### config.mk
export PLATFORM = sky130hd
export DESIGN_NAME = serial_subtractor
export DESIGN_NICKNAME = d
export VERILOG_FILES = /design/src/rtl/serial_subtractor.sv
export SDC_FILE = /design/constraint.sdc
export NUM_CORES = 1
export LEC_CHECK = 0
export CAP_MARGIN = 5
export CORE_AREA = 2 2 63 65
export CTS_CLUSTER_SIZE = 20
export DETAILED_ROUTE_END_ITERATION = 16
export DIE_AREA = 0 0 65 67
export PLACE_DENSITY = 0.84
export SYNTH_ARGS = -nofsm -noshare
export SYNTH_HDL_FRONTEND = slang
export SYNTH_SLANG_ARGS = --single-unit
### constraint.sdc
create_clock -name clk -period 1.5 [get_ports clk]
set_input_delay 0.3 -clock clk [delete_from_list [all_inputs] [get_ports clk]]
set_output_delay 0.3 -clock clk [all_outputs]
set_load 0.02 [all_outputs]
### src/rtl/serial_subtractor.sv
// Bit-serial LSB-first subtractor (diff = a - b) with start/busy/done handshake.
// Optional signed-overflow output enabled by defining SERIAL_SUB_OVF_EN.
module serial_subtractor #(
   parameter int WIDTH = 8
) (
   input  logic             clk,
   input  logic             rst_n,
   input  logic             start,
   input  logic [WIDTH-1:0] a,
   input  logic [WIDTH-1:0] b,
   output logic             busy,
   output logic             done,
   output logic [WIDTH-1:0] diff,
`ifdef SERIAL_SUB_OVF_EN
   output logic             ovf,
`endif
   output logic             bout
);

   localparam int CW = (WIDTH > 1) ? $clog2(WIDTH) : 1;

   typedef enum logic [1:0] {
      IDLE,
      RUN,
      DONE
   } state_t;

   state_t           state_q, state_d;
   logic [WIDTH-1:0] a_sh_q, a_sh_d;
   logic [WIDTH-1:0] b_sh_q, b_sh_d;
   logic [WIDTH-1:0] res_q, res_d;
   logic [WIDTH-1:0] diff_q, diff_d;
   logic [CW-1:0]    cnt_q, cnt_d;
   logic             br_q, br_d;
   logic             bout_q, bout_d;
`ifdef SERIAL_SUB_OVF_EN
   logic             ovf_q, ovf_d;
`endif

   logic             a_bit, b_bit, d_bit, br_nxt, last;
   logic [WIDTH-1:0] a_shift, b_shift, res_shift;

   // Operands shift right; each difference bit enters the result at the MSB,
   // so after WIDTH shifts the result register is fully assembled.
   generate
      if (WIDTH == 1) begin : g_w1
         assign a_shift   = 1'b0;
         assign b_shift   = 1'b0;
         assign res_shift = d_bit;
      end else begin : g_wn
         assign a_shift   = {1'b0, a_sh_q[WIDTH-1:1]};
         assign b_shift   = {1'b0, b_sh_q[WIDTH-1:1]};
         assign res_shift = {d_bit, res_q[WIDTH-1:1]};
      end
   endgenerate

   always_comb begin
      a_bit  = a_sh_q[0];
      b_bit  = b_sh_q[0];
      d_bit  = a_bit ^ b_bit ^ br_q;
      br_nxt = (~a_bit & b_bit) | (~(a_bit ^ b_bit) & br_q);
      last   = (cnt_q == CW'(WIDTH - 1));
   end

   always_comb begin
      state_d = state_q;
      a_sh_d  = a_sh_q;
      b_sh_d  = b_sh_q;
      res_d   = res_q;
      diff_d  = diff_q;
      cnt_d   = cnt_q;
      br_d    = br_q;
      bout_d  = bout_q;
`ifdef SERIAL_SUB_OVF_EN
      ovf_d   = ovf_q;
`endif
      case (state_q)
         IDLE: begin
            if (start) begin
               a_sh_d  = a;
               b_sh_d  = b;
               res_d   = '0;
               br_d    = 1'b0;
               cnt_d   = '0;
               state_d = RUN;
            end
         end
         RUN: begin
            a_sh_d = a_shift;
            b_sh_d = b_shift;
            res_d  = res_shift;
            br_d   = br_nxt;
            cnt_d  = cnt_q + CW'(1);
            if (last) begin
               diff_d  = res_shift;
               bout_d  = br_nxt;
`ifdef SERIAL_SUB_OVF_EN
               // At the last step a_bit/b_bit/d_bit are the operand and result MSBs.
               ovf_d   = (a_bit != b_bit) && (d_bit != a_bit);
`endif
               cnt_d   = '0;
               state_d = DONE;
            end
         end
         DONE:    state_d = IDLE;
         default: state_d = IDLE;
      endcase
   end

   always_ff @(posedge clk or negedge rst_n) begin
      if (!rst_n) begin
         state_q <= IDLE;
         a_sh_q  <= '0;
         b_sh_q  <= '0;
         res_q   <= '0;
         diff_q  <= '0;
         cnt_q   <= '0;
         br_q    <= 1'b0;
         bout_q  <= 1'b0;
`ifdef SERIAL_SUB_OVF_EN
         ovf_q   <= 1'b0;
`endif
      end else begin
         state_q <= state_d;
         a_sh_q  <= a_sh_d;
         b_sh_q  <= b_sh_d;
         res_q   <= res_d;
         diff_q  <= diff_d;
         cnt_q   <= cnt_d;
         br_q    <= br_d;
         bout_q  <= bout_d;
`ifdef SERIAL_SUB_OVF_EN
         ovf_q   <= ovf_d;
`endif
      end
   end

   assign busy = (state_q == RUN);
   assign done = (state_q == DONE);
   assign diff = diff_q;
   assign bout = bout_q;
`ifdef SERIAL_SUB_OVF_EN
   assign ovf  = ovf_q;
`endif

endmodule

After elaboration in Yosys (flattened, before gate mapping) --
Index checks and enable logic that the tools add are counted.
Word-level totals: register bits after elaboration 39, bits of input ports 19, output and inout bits 11, logic and storage cells 40
Cells by class: add/subtract/negate cells 1, eq/ne operators 5, muxes and demuxes 14, bitwise operators 7, reduce and logical (&&, ||, !) cells 5
Operators with widths (number):
- case mux 8 bit (2 select lines) | 3
- two-way mux 8 bit | 3
- two-way mux 3 bit | 2
- case mux 3 bit (2 select lines) | 1
- AND reduction 2 bit | 3
- two-way mux 2 bit | 2
- case mux 2 bit (2 select lines) | 1
- adder 3 x 1 -> 3 bit, second input constant | 1
- == test 3 bit, second input constant | 1
- bitwise AND 1 bit | 2
- == test 2 x 1 -> 1 bit, second input constant | 1
- == test 2 bit, second input constant | 1
- logical NOT 2 bit | 1
- inequality test 2 x 1 -> 1 bit, second input constant | 1
- inequality test 2 bit, second input constant | 1
- inverter 1 bit | 2
- case mux 1 bit (2 select lines) | 1
- nonzero test 2 bit | 1
- XOR 1 bit | 2
- two-way mux 1 bit | 1
- OR 1 bit | 1

Longest topological paths before layout --
depth after elaboration 5, mapped depth 6, mapped depth without buffers 5

Worst setup path before layout --
Ideal clock, no wire load.
kind reg-to-reg, start point reg cnt_q[0], end point reg diff_q[1] (netlist: diff[1]), setup time 0.125 ns, data arrival time 1.352 ns, setup slack 0.024 ns, cell stages (with the launch flop) 6, buffers on the path 1, clock period less this slack 1.476 ns, path through dfrtp_1 ha_1 ha_1 nand3b_4 buf_6 mux2_2
Between the ends: cells in the longest elaborated chain, start to end 2
RTL lines:
- start: declaration | RTL line 33 | logic [CW-1:0] cnt_q, cnt_d;
- start signal: assignment | RTL line 129 | cnt_q <= cnt_d;
- == test 3 bit | RTL line 62 | last = (cnt_q == CW'(WIDTH - 1));
- AND reduction 2 bit (no source line)
- end signal: assignment | RTL line 128 | diff_q <= diff_d;
- end: declaration | RTL line 32 | logic [WIDTH-1:0] diff_q, diff_d;
No other way between the ends. A chain may end at the register's enable or synchronous reset.

Worst setup path in the final report --
start point reg cnt_q[0], end point reg diff_q[7] (netlist: diff[7])
Same word-level chain as after synthesis.

==> impl_results.md <==
- Vias per inst: about 5.7
- Synth area leader: dfrtp_1
- Sequential share of power: 0.443
- Net Count, Synth: 160
- Clock Latency Late Sink: 0.29 ns
- RePlAce Congestion: roughly 0.74
- Clock Path Buffers: 2
- Number of global-route vias before repair: 1304
- CP Capture Type: flip-flop
- Largest net degree at the start of global routing: 39
- First-pass GRT wire length: just over 6 mm
- Clk slew on worst S/H paths: about 0.070 ns
- Relative slew margins: 0.7003
- Mapped Area: about 0.0016 sq mm
- Clock network power share: 0.157
- Max-cap viol count: 0
- R2R depth: 4
- WP data required: around 1.7 ns
- Row Count: 22
- Main area contributors after synthesis: dfrtp_1 (58%), o22ai_1 (11%), a22o_1 (4.8%)
- Place WS: -0.2073 ns
- Final WS setup: about 0.021 ns
- # hold bufs at CTS: 0
- Starting DRT DRC Count: 29
- Combinational Power Share: 0.399
- Die Y: 67 um
- Layout Cells excl Fill: about 230
- DR pass1 iterations: 4
- Max IR drop VDD: about 0.00067 V
- IO Port Bufs: 29
- Crit path kind: reg2reg
- FMAX: 675.9 MHz
- Worst path bufs/invs: 0
- Outcome: complete, no violations
- H-tree depth: 2
- Worst Skew: about 0.0094 ns
- Final setup fails: 0
- Cells along the critical path: ha_1 -> ha_2 -> nand3b_2 -> mux2_2
- Flops & latches, synth: 38
- Drt drc: 0
- Crit path depth: 4
- Crit-path max cell delay: 0.43 ns
- Clock sinks: 38
- Grt ovf: 0
- Hold WS: approximately 0.39 ns
- # IOs: 30
- Chip Width: approximately 65 um
- Top Family by Delay on Critical Path: adder cells
- Post-route design area: between 0.002 and 0.0025 sq mm
- Worst reg2reg setup slack: 0.02 ns
- Reg-to-Reg End: diff[7]
- Cells after synthesis: roughly 140
- Routed wire length: approximately 3.6 mm
- Detailed Place HPWL: roughly 2.4 mm
- ANT nets after route: 0
- Final antenna diode count: 0
- YS warnings: 0
- Sequential area share after synthesis: 0.5802
- Distinct cells, synth: 22
- Critical R2R Launch: cnt_q[0]
- # fillers: 294
- WL per Instance: around 16 um
- Initial core utilization: 0.4545
- Worst-Margin Slew: 0.4492 ns
- Core area: 0.003606 sq mm
- Fin nets: 200
- Internal Power: about 2.6 mW
- GRT Overall Usage: 0.1870
- Crit Path Max Fanout: 4
- Area after DPL: a little over 0.002 sq mm
- CTS tree: done
- Static Leak: around 1 nW
- CTS buffer count: 5
- Avg Cell Area, Syn: roughly 12 sq um
- HP Class: in2async
- Slew Limit Fails: 0
- Slowest CP cell: dfrtp_1
- Die area: 0.004355 sq mm
- Endpoints failing hold: 0
- Sw Pwr: 1.514 mW
- Critical Path AT: about 1.7 ns
- Power density over the cells: between 1500 and 2000 mW/mm^2
- Startpoint types: flip-flop
- Area grow syn2layout: 28.17%
- DP Cell Count: approximately 220
- Period utilization: 0.9863
- Via count of the routed design: about 1300
- Share of cells above drive strength 1: 0.2022
- Initial antenna violation count: 0
- Net Sw Frac: 0.3702
- Fin crit period: 1.479 ns
- Area share of the largest cell type after synthesis: 0.5802
- Cell chosen for the clock root: clkbuf_8
-- cells in the final DEF (no fill, tap or decap) --
cell type,instances
dfrtp_1,38
o22ai_1,28
clkdlybuf4s50_1,18
a21oi_1,15
buf_4,12
a22o_1,9
dlygate4sd2_1,9
mux2_2,7
o21ai_0,6
inv_1,5
nand2_1,5
clkbuf_8,5
nor2_1,3
nor2b_1,2
clkinv_2,2
nand2b_1,1
inv_2,1
nand2b_2,1
nand3b_4,1
o21bai_2,1
mux2_1,1
o31ai_2,1
fa_1,1
ha_1,1
ha_2,1
nand3b_2,1
buf_2,1
clkbuf_2,1
buf_12,1
-- worst max-delay path by stage --
| stage | startpoint | endpoint |
|---|---|---|
| final | cnt_q[0] | diff[7] |
| after global routing | cnt_q[0] | diff[5] |
| after CTS | state_q[1] | done |
| after detailed placement | start | b_sh_q[0] |
| after global placement | start | cnt_q[0] |
| after floorplan | cnt_q[0] | diff[1] |
-- flip-flops by register name, summed over array words and instances, names as in the netlist --
register / flops
state_q: 2
br_q: 1
cnt_q: 3
bout: 1
res_q: 7
diff: 8
a_sh_q: 8
b_sh_q: 8
-- per-layer routing --
metal / vias up / GRT usage / wire length, um
met5: - / 0 / 0
met4: 0 / 0.08777 / 82
met3: 9 / 0.04392 / 158
met2: 31 / 0.3041 / 1808
met1: 642 / 0.2360 / 1538
li1: 599 / - / -
-- layout make-up --
cell class | instances | area, sq um | area share
Sequential cell | 38 | 950.9 | 0.4527
Multi-Input combinational cell | 85 | 609.3 | 0.2901
Timing Repair Buffer | 42 | 379.1 | 0.1805
Clock buffer | 5 | 68.82 | 0.03276
Tap cell | 48 | 60.06 | 0.02859
Inverter | 6 | 22.52 | 0.01072
Clock inverter | 2 | 10.01 | 0.004765
-- cells by family after synthesis --
family | share of synthesized area
fa+ha+maj | 0.02748
mux | 0.05496
flops | 0.5802
buf+inv | 0.05877
compound gates | 0.2313
simple gates | 0.04733
-- through the flow --
| step | utilization | total power, mW | TNS (ns) |
|---|---|---|---|
| after floorplan | - | 2.868 | 0 |
| after global placement | 0.5576 | 3.332 | -2.746 |
| after detailed placement | 0.5576 | 3.467 | -4.020 |
| after CTS | 0.5798 | 4.058 | 0 |
| after global routing | 0.5826 | 4.373 | -0.01671 |
| final | 0.5826 | 4.089 | 0 |
-- timing repair --
action / CTS / global route
setup endpoints to repair: 16 / 7
gates resized for setup: 17 / 1
buffers inserted: 0 / 2
cloned: 1 / 0
pin swaps: 1 / 0
-- power groups by stage --
stage / combinational (mW) / sequential [mW] / clock (mW)
final: 1.63 / 1.81 / 0.643
after global routing: 1.80 / 1.88 / 0.693
after CTS: 1.60 / 1.81 / 0.651
after detailed placement: 1.64 / 1.83 / 0
after global placement: 1.54 / 1.79 / 0
after floorplan: 1.04 / 1.83 / 0
-- cells in the mapped netlist (all sizes together) --
master / instances
dfrtp: 38
o22ai: 28
a21oi: 15
buf: 10
a22o: 9
mux2: 8
inv: 6
o21ai: 6
nand2: 5
nor2: 3
ha: 2
nand2b: 2
nor2b: 2
fa: 1
nand3b: 1
o21bai: 1
o31ai: 1
Note: power is estimated with default switching activity, not from simulation.
